[src/rtl/cdb_arbiter.sv]
// rtl/cdb_arbiter.sv - common-data-bus writeback arbiter with per-channel result FIFOs
//
// Collects completed results from NUM_CH functional-unit channels into small
// per-channel FIFOs and broadcasts at most one per cycle, round-robin, on a
// registered CDB (rename wakeup, RS tag match, ROB completion, regfile write).
//
// Optional feature: define CDB_BYPASS_EN to let a valid input go straight into
// the output register when every FIFO is empty and the register is loading.
//
// Ports:
//   clk_i        - clock, rising edge
//   reset_i      - asynchronous active-high reset
//   wb_valid_i   - per-channel result valid
//   wb_tag_i     - per-channel destination tag, channel c at [c*TAG_W +: TAG_W]
//   wb_value_i   - per-channel result value, channel c at [c*DATA_W +: DATA_W]
//   wb_ready_o   - per-channel FIFO can accept a result (registered count only)
//   cdb_stall_i  - consumer cannot accept the current broadcast
//   cdb_en_o     - broadcast valid
//   cdb_tag_o    - broadcast tag
//   cdb_value_o  - broadcast value
//   cdb_ch_o     - source channel of the broadcast
module cdb_arbiter #(
  parameter int NUM_CH    = 3,
  parameter int DATA_W    = 32,
  parameter int TAG_W     = 5,
  parameter int BUF_DEPTH = 2
) (
  input  logic                      clk_i,
  input  logic                      reset_i,
  input  logic [NUM_CH-1:0]         wb_valid_i,
  input  logic [NUM_CH*TAG_W-1:0]   wb_tag_i,
  input  logic [NUM_CH*DATA_W-1:0]  wb_value_i,
  output logic [NUM_CH-1:0]         wb_ready_o,
  input  logic                      cdb_stall_i,
  output logic                      cdb_en_o,
  output logic [TAG_W-1:0]          cdb_tag_o,
  output logic [DATA_W-1:0]         cdb_value_o,
  output logic [$clog2(NUM_CH)-1:0] cdb_ch_o
);
  localparam int CH_W  = $clog2(NUM_CH);
  localparam int PTR_W = $clog2(BUF_DEPTH);
  localparam int CNT_W = $clog2(BUF_DEPTH + 1);
  localparam int ENT_W = TAG_W + DATA_W;
  localparam logic [CNT_W-1:0] FULL = CNT_W'(BUF_DEPTH);

  logic [ENT_W-1:0] mem    [NUM_CH][BUF_DEPTH];
  logic [PTR_W-1:0] rd_ptr [NUM_CH];
  logic [PTR_W-1:0] wr_ptr [NUM_CH];
  logic [CNT_W-1:0] count  [NUM_CH];
  logic [CH_W-1:0]  rr_ptr;

  logic [NUM_CH-1:0] nonempty;
  logic [NUM_CH-1:0] push;
  logic [NUM_CH-1:0] enq;
  logic [NUM_CH-1:0] pop;
  logic              load;
  logic              fifo_hit;
  logic [CH_W-1:0]   fifo_ch;
  logic [ENT_W-1:0]  fifo_head;
  logic              byp_hit;
  logic [CH_W-1:0]   byp_ch;
  logic [ENT_W-1:0]  byp_ent;

  // First set bit of req searching upward from start with wrap; MSB = found.
  // Iterating from the farthest offset down leaves the nearest hit in res.
  function automatic logic [CH_W:0] rr_pick(input logic [NUM_CH-1:0] req,
                                            input logic [CH_W-1:0]   start);
    logic [CH_W:0]   res;
    logic [CH_W-1:0] idx;
    int              s;
    res = '0;
    for (int i = NUM_CH - 1; i >= 0; i--) begin
      s = int'(start) + i;
      if (s >= NUM_CH) s = s - NUM_CH;
      idx = CH_W'(s);
      if (req[idx]) res = {1'b1, idx};
    end
    return res;
  endfunction

  function automatic logic [CH_W-1:0] next_ch(input logic [CH_W-1:0] ch);
    return (ch == CH_W'(NUM_CH - 1)) ? '0 : ch + 1'b1;
  endfunction

  always_comb begin
    for (int c = 0; c < NUM_CH; c++) begin
      nonempty[c]   = (count[c] != '0);
      wb_ready_o[c] = !reset_i && (count[c] < FULL);
    end
  end

  assign push = wb_valid_i & wb_ready_o;
  assign load = !cdb_en_o || !cdb_stall_i;
  assign {fifo_hit, fifo_ch} = rr_pick(nonempty, rr_ptr);

  always_comb begin
    fifo_head = '0;
    pop       = '0;
    for (int c = 0; c < NUM_CH; c++) begin
      if (CH_W'(c) == fifo_ch) begin
        fifo_head = mem[c][rd_ptr[c]];
        pop[c]    = load && fifo_hit;
      end
    end
  end

`ifdef CDB_BYPASS_EN
  logic [CH_W:0] byp_pick;
  assign byp_pick = rr_pick(push, rr_ptr);
  // Bypass only when nothing is buffered anywhere, so FIFO order is preserved.
  assign byp_hit  = load && !fifo_hit && byp_pick[CH_W];
  assign byp_ch   = byp_pick[CH_W-1:0];

  always_comb begin
    byp_ent = '0;
    enq     = push;
    for (int c = 0; c < NUM_CH; c++) begin
      if (CH_W'(c) == byp_ch) begin
        byp_ent = {wb_tag_i[c*TAG_W +: TAG_W], wb_value_i[c*DATA_W +: DATA_W]};
        if (byp_hit) enq[c] = 1'b0;
      end
    end
  end
`else
  assign byp_hit = 1'b0;
  assign byp_ch  = '0;
  assign byp_ent = '0;
  assign enq     = push;
`endif

  always_ff @(posedge clk_i or posedge reset_i) begin
    if (reset_i) begin
      rr_ptr      <= '0;
      cdb_en_o    <= 1'b0;
      cdb_tag_o   <= '0;
      cdb_value_o <= '0;
      cdb_ch_o    <= '0;
    end else if (load) begin
      if (fifo_hit) begin
        cdb_en_o                 <= 1'b1;
        {cdb_tag_o, cdb_value_o} <= fifo_head;
        cdb_ch_o                 <= fifo_ch;
        rr_ptr                   <= next_ch(fifo_ch);
      end else if (byp_hit) begin
        cdb_en_o                 <= 1'b1;
        {cdb_tag_o, cdb_value_o} <= byp_ent;
        cdb_ch_o                 <= byp_ch;
        rr_ptr                   <= next_ch(byp_ch);
      end else begin
        // Data outputs deliberately hold their last values when idle.
        cdb_en_o <= 1'b0;
      end
    end
  end

  always_ff @(posedge clk_i or posedge reset_i) begin
    if (reset_i) begin
      for (int c = 0; c < NUM_CH; c++) begin
        rd_ptr[c] <= '0;
        wr_ptr[c] <= '0;
        count[c]  <= '0;
      end
    end else begin
      for (int c = 0; c < NUM_CH; c++) begin
        if (enq[c]) wr_ptr[c] <= wr_ptr[c] + PTR_W'(1);
        if (pop[c]) rd_ptr[c] <= rd_ptr[c] + PTR_W'(1);
        if (enq[c] && !pop[c])      count[c] <= count[c] + CNT_W'(1);
        else if (!enq[c] && pop[c]) count[c] <= count[c] - CNT_W'(1);
      end
    end
  end

  // Storage needs no reset: count gates every read.
  always_ff @(posedge clk_i) begin
    for (int c = 0; c < NUM_CH; c++) begin
      if (enq[c]) mem[c][wr_ptr[c]] <= {wb_tag_i[c*TAG_W +: TAG_W], wb_value_i[c*DATA_W +: DATA_W]};
    end
  end

endmodule

[config.mk]
export PLATFORM = sky130hd
export DESIGN_NAME = cdb_arbiter
export DESIGN_NICKNAME = d
export VERILOG_FILES = /design/src/rtl/cdb_arbiter.sv
export SDC_FILE = /design/constraint.sdc
export NUM_CORES = 1
export LEC_CHECK = 0
export BUFFER_PORTS_ARGS = -buffer_cell sky130_fd_sc_hd__clkbuf_2
export CORE_UTILIZATION = 35
export CTS_BUF_LIST = sky130_fd_sc_hd__clkbuf_4
export CTS_CLUSTER_DIAMETER = 60
export CTS_CLUSTER_SIZE = 30
export DETAILED_ROUTE_END_ITERATION = 10
export MAX_ROUTING_LAYER = met4
export PLACE_DENSITY_LB_ADDON = 0.25
export SLEW_MARGIN = 20
export SYNTH_ARGS = -nofsm -noshare
export SYNTH_HDL_FRONTEND = slang
export SYNTH_SLANG_ARGS = --single-unit
[constraint.sdc]
create_clock -name clk_i -period 3.45 [get_ports clk_i]
set_clock_uncertainty 0.1 [all_clocks]
set_input_delay 0.345 -clock clk_i [delete_from_list [all_inputs] [get_ports clk_i]]
set_output_delay 0.345 -clock clk_i [all_outputs]
set_load 0.01 [all_outputs]
==> impl_metrics.csv, run 1 <==
group,metric,value,unit
status,status,"finished clean",
routing,drtPass1Iterations,5,
timing,final-max-slew-violation-count,0,
clock_tree,clk_path_buf_depth,3,
worst_setup_path,crit_path_end_kind,"register",
synth,yosys-top-cells-area,"edfxtp_1, dfrtp_1, mux2i_1",
final_layout,num-fill-cells,2769,
grt,first_global_vias,7005,
timing,fin_crit_sh,86.1,%
worst_setup_path,worstPathRequired,3950,ps
grt,overflow,0,
grt,antenna_found_initial,2,
placement,dpl_cell_area,12300,sq um
routing,wl_per_cell,19.8,microns
final_layout,area_growth,26.8,%
worst_setup_path,critPathKind,"reg2reg",
grt,grt_max_degree,55,
clock_tree,cts_tree,"done",
worst_setup_path,worstPathCellList,"inv_1 > ha_1 > nor3b_1 > o311a_1 > and2_2 > or3_1 > ha_1 > xor2_1 > nor2_1 > xor2_1",
routing,wl,28100,microns
timing,hold_viol_final,0,
placement,post-place-ws,573,ps
power_and_ir_drop,peakVddDrop,0.000727,V
min_path,min_path_type,"in2reg",
timing,setup_violations,0,
timing,fin_setup_tns,0,ps
synth,synthFlopType,"edfxtp_1",
clock_tree,cts_root_buf,"clkbuf_4",
power_and_ir_drop,p_leak,5.27,nW
clock_tree,clock_latency,700,ps
timing,holdWs,238,ps
placement,dp_hpwl,17600,microns
routing,drcViolationCount,0,
synth,synth.cell_area,11000,sq um
timing,rsz0062_at_grt,"false",
synth,ys_types,38,
floorplan,num_rows,64,
worst_setup_path,path_buf_inv,1,
final_layout,final_cell_area,13900,sq um
clock_tree,clkTransAtPathRegs,190,ps
floorplan,die_x,179,microns
floorplan,pin_count,160,
placement,gp_congestion,0.803,
timing,worst_pin_slew,1090,ps
clock_tree,htreeDepth,1,
routing,vias,7106,
routing,ant_nets,0,
routing,via_per_inst,5.00,
synth,async_reset_ff_share,19.6,%
synth,ys_ff_latch,276,
floorplan,die-area,32000,sq um
floorplan,start_util,35.7,%
synth,postSynthCellCount,730,
synth,yosysWarnings,0,
worst_setup_path,slowest_delay,460,ps
worst_setup_path,crit_arrival,3480,ps
timing,max_freq,337,MHz
clock_tree,cts_buffers,25,
worst_setup_path,start_kind,"register",
timing,fin_ws,478,ps
synth,yosysSeqAreaShare,73.2,%
worst_setup_path,cp_max_fo,12,
synth,synth_edf_count,222,
synth,synth.most_common_cell,"edfxtp_1",
worst_setup_path,critical_path.top_delay_family,"simple AND/OR/NAND/NOR gates",
routing,drtIter0Drc,444,
final_layout,layout.nets,1126,
synth,synth_top_area_share,60.9,%
floorplan,fp.coreArea,30700,sq um
timing,maxSlewHeadroom,27.5,%
synth,synthTopCellsByCount,"edfxtp_1, mux2i_1, dfrtp_1, nand2_1, clkbuf_1",
final_layout,drive_above_1_share,24.2,%
synth,syn-num-nets,852,
floorplan,die_y,179,microns
placement,portBuffers,159,
timing,finalCriticalPeriod,2970,ps
power_and_ir_drop,powerDensity,777,nW/um^2
grt,grt_util_all_layers,18.0,%
worst_setup_path,crit_path_top_delay_cell,"or3_1",
grt,grt_pass1_wl,41200,microns
power_and_ir_drop,p_total,10.8,mW
job,drv_cap,0,
clock_tree,clock-sinks,276,
synth,yosysTopAreaCell,"edfxtp_1",
synth,synth_area_per_cell,15.0,sq um
-- cells in the final DEF (no fill, tap or decap), drive strengths merged, types with 35 or more instances in the layout --
master,instances
a211oi,36
a21oi,35
clkbuf,184
dfrtp,54
dlygate4sd3,116
edfxtp,222
mux2i,69
nand2,45
nor2b,37
o31ai,36
-- power by group --
part	switching, mW	internal, mW	leakage [nW]
registers	0.608	4.24	2.66
clock network	1.25	0.616	0.231
logic	2.50	1.58	2.38
total	4.35	6.44	5.27
-- flip-flops by register name (all words and copies together) (netlist names) --
register,count
cdb_ch_o,2
cdb_en_o,1
cdb_tag_o,5
cdb_value_o,32
count,6
mem,222
rd_ptr,3
rr_ptr,2
wr_ptr,3
-- cell type report --
cell class	instances	area (sq um)	area share [%]
clock inverters	20	259	1.87
inverters	8	30.0	0.216
multi-input cells	397	2760	19.9
flip-flops and latches	276	8020	57.8
repair buffers	296	2130	15.3
well taps	396	495	3.57
diodes	2	5.00	0.0360
clock buffers	25	188	1.35
-- metrics by stage --
stage	utilization [%]	instances
global placement	40.0	1257
global route	45.3	1420
detailed placement	40.0	1257
CTS	45.3	1418
floorplan	-	730
finish	45.3	1420
-- final timing paths --
check                      slack, ps  cells past startpoint           start               to
max                              480                     10       rr_ptr[0]         count[5]
min                              240                      2  wb_value_i[53]      mem[0][132]
max reg2reg                      480                     10       rr_ptr[0]         count[5]
min reg2reg                      400                      1     cdb_ch_o[0]      cdb_ch_o[0]
max in group asynchronous       2310                      4         reset_i        rd_ptr[1]
min in group asynchronous        320                      4         reset_i  cdb_value_o[14]
-- cell families after synthesis --
kind of cell	Yosys count	share of synthesized area, %
AOI/OAI and AO/OA	159	9.62
xor gates and xnor gates	15	1.20
adders and majority gates	5	0.571
buffers and inverters	57	2.09
DFF	276	73.2
muxes	75	6.92
and+or+nand+nor	143	6.41
-- routing by layer --
layer | part of all wire (%) | vias to the layer above | track usage, %
met5 | 0 | - | -
met1 | 45 | 3544 | 22.9
met3 | 3.4 | 43 | 2.10
met4 | 2.5 | 0 | 4.98
met2 | 50 | 187 | 30.5
li1 | - | 3332 | -
-- timing repair --
item,4_1_cts,5_1_grt
endpoints found under the setup margin,0,0
hold buffers,116,0
hold endpoints to repair,280,0
resized for setup,0,0
buffers inserted,0,0
(Power assumes the default switching activity.)
==> run 2, diff against run 1 <==
--- a/config.mk
+++ b/config.mk
@@ -6,7 +6,7 @@
 export NUM_CORES = 1
 export LEC_CHECK = 0
 export BUFFER_PORTS_ARGS = -buffer_cell sky130_fd_sc_hd__clkbuf_2
-export CORE_UTILIZATION = 35
+export CORE_UTILIZATION = 59
 export CTS_BUF_LIST = sky130_fd_sc_hd__clkbuf_4
 export CTS_CLUSTER_DIAMETER = 60
 export CTS_CLUSTER_SIZE = 30
==> constraint.sdc (replaced) <==
create_clock -name clk_i -period 3.45 [get_ports clk_i]
set_clock_uncertainty 0.1 [all_clocks]
set_input_delay 0.1725 -clock clk_i [delete_from_list [all_inputs] [get_ports clk_i]]
set_output_delay 0.1725 -clock clk_i [all_outputs]
set_load 0.01 [all_outputs]
==> run 2 against run 1 <==
  * The flow now finishes with violations (DRC)
  * Sequential share of layout area up 1.8 points
  * Highest routed layer unchanged
  * Total power decreased by 5.3%
  * Die area fell by 40%
==> impl_metrics.csv, run 2 (same netlist as run 1, synthesis figures left out) <==
group,metric,value,unit
min_path,min_path_cells,2,
clock_tree,clk_path_buf_depth,3,
worst_setup_path,worstPathRequired,3900,ps
clock_tree,cts_root_buf,"clkbuf_4",
worst_setup_path,crit_arrival,3450,ps
final_layout,layout_commonest_cell,"edfxtp_1",
grt,first_global_vias,7452,
floorplan,fp.coreArea,18100,sq um
timing,maxSlewHeadroom,32.3,%
routing,drtIter0Drc,485,
power_and_ir_drop,p_leak,5.16,nW
grt,met1_usage,34.6,%
grt,antenna_found_initial,5,
timing,max_freq,333,MHz
clock_tree,cts_resized,0,
status,status,"finished, violations left",
clock_tree,htreeDepth,1,
routing,vias,7224,
final_layout,largest_reg_flops,222,
final_layout,drive_above_1_share,22.6,%
grt,grt_util_met2,49.0,%
grt,grt_max_degree,43,
final_layout,area_growth,22.9,%
routing,drcViolationCount,20,
clock_tree,cts_buffers,18,
timing,worst_pin_slew,1020,ps
floorplan,num_rows,49,
final_layout,layout.nets,1113,
min_path,hold_path_end,"mem[0][92]",
grt,met3_usage,3.67,%
floorplan,start_util,60.6,%
timing,fin_crit_sh,86.9,%
timing,setup_violations,0,
clock_tree,cts_tree,"done",
timing,holdWs,83.4,ps
routing,ant_nets,0,
min_path,min_path_type,"in2reg",
worst_setup_path,crit_path_end_kind,"register",
floorplan,die_x,138,microns
timing,fin_setup_tns,0,ps
timing,hold_viol_final,0,
power_and_ir_drop,powerDensity,759,nW/um^2
worst_setup_path,r2r_cells,10,
grt,grt_util_all_layers,28.3,%
worst_setup_path,start_kind,"register",
routing,via_per_inst,5.84,
final_layout,seq_area,8020,sq um
timing,final-max-slew-violation-count,0,
final_layout,multi_input_area,2760,sq um
worst_setup_path,ff2ff_setup_slack,450,ps
timing,finalCriticalPeriod,3000,ps
status,violations,"DRC",
worst_setup_path,r2r-start,"rr_ptr[0]",
placement,portBuffers,159,
placement,dp_hpwl,15100,microns
grt,overflow,0,
min_path,worst_hold_startpoint,"wb_value_i[50]",
power_and_ir_drop,peakVddDrop,0.000634,V
placement,gp_congestion,0.855,
clock_tree,clock-sinks,276,
routing,wl,25600,microns
final_layout,layout_common_cells,"edfxtp_1, clkbuf_2, dlygate4sd3_1",
worst_setup_path,critPathKind,"reg2reg",
final_layout,num-fill-cells,1116,
floorplan,die_y,138,microns
clock_tree,clock_latency,680,ps
worst_setup_path,worst_r2r_endpoint,"count[5]",
routing,wl_per_cell,20.7,microns
worst_setup_path,cp_max_fo,9,
grt,grt_busiest_layer,"met2",
floorplan,pin_count,160,
job,drv_cap,0,
clock_tree,clkTransAtPathRegs,220,ps
grt,grt_pass1_wl,39900,microns
floorplan,die-area,19100,sq um
routing,drtPass1Iterations,8,
timing,rsz0062_at_grt,"false",
-- run 2: cell count changes in the layout (fill, tap and decap cells not counted), sizes merged --
cell and change:
clkinv -3, clkbuf -3, inv -3, buf -7, clkinvlp -2, diode +3, bufinv -2, dlygate4sd3 +1
-- run 2: through the flow --
step / instances / util [%] / area [sq um] / worst slack, ps / power, mW
finish: 1237 / 74.4 / 13500 / 451 / 10.2
global route: 1237 / 74.4 / 13500 / 291 / 10.8
CTS: 1232 / 74.4 / 13400 / 532 / 10.2
detailed placement: 1083 / 66.3 / 12000 / 592 / 8.69
global placement: 1083 / 66.3 / 12000 / 760 / 8.50
floorplan: 730 / - / 11000 / 446 / 7.38
-- run 2: report_power, final --
group	total, mW	switching [mW]	internal [mW]
sequential	4.84	0.595	4.25
clock	1.44	1.07	0.371
combinational	3.93	2.38	1.55
-- run 2: area by class of cell --
type,instances,area share (%)
flip-flops and latches,276,59.6
multi-input cells,397,20.5
repair buffers,290,15.4
well taps,229,2.13
clock buffers,22,1.23
clock inverters,10,0.846
inverters,8,0.223
diodes,5,0.0929
-- run 2: routing by layer --
metal	routed length, microns	vias to the layer above
li1	-	3301
met1	10100	3552
met2	13200	317
met3	1700	54
met4	662	0
met5	0	-
-- run 2: worst max-delay path, stage by stage, from the launching register on --
cell	delay [ps]
dfrtp_1	420
inv_1	50
ha_1	410
or3_1	440
and3_1	250
o41ai_4	410
or3_1	250
ha_1	180
xor2_1	160
nor2_1	70
xor2_1	150
-- run 2: worst max path at each step --
stage / start / to / slack (ps) / depth (start not counted)
2_1_floorplan: count[5] / mem[0][37] / 450 / 4
3_3_place_gp: rr_ptr[0] / count[5] / 760 / 10
3_5_place_dp: rr_ptr[0] / count[5] / 590 / 9
4_1_cts: rr_ptr[0] / count[5] / 530 / 9
5_1_grt: rr_ptr[0] / count[3] / 290 / 10
6_report: rr_ptr[0] / count[5] / 450 / 10
-- run 2: timing repair --
action                    in CTS  in global routing
hold endpoints to repair     307                  0
buffers inserted               0                  0
hold buffers                 117                  0
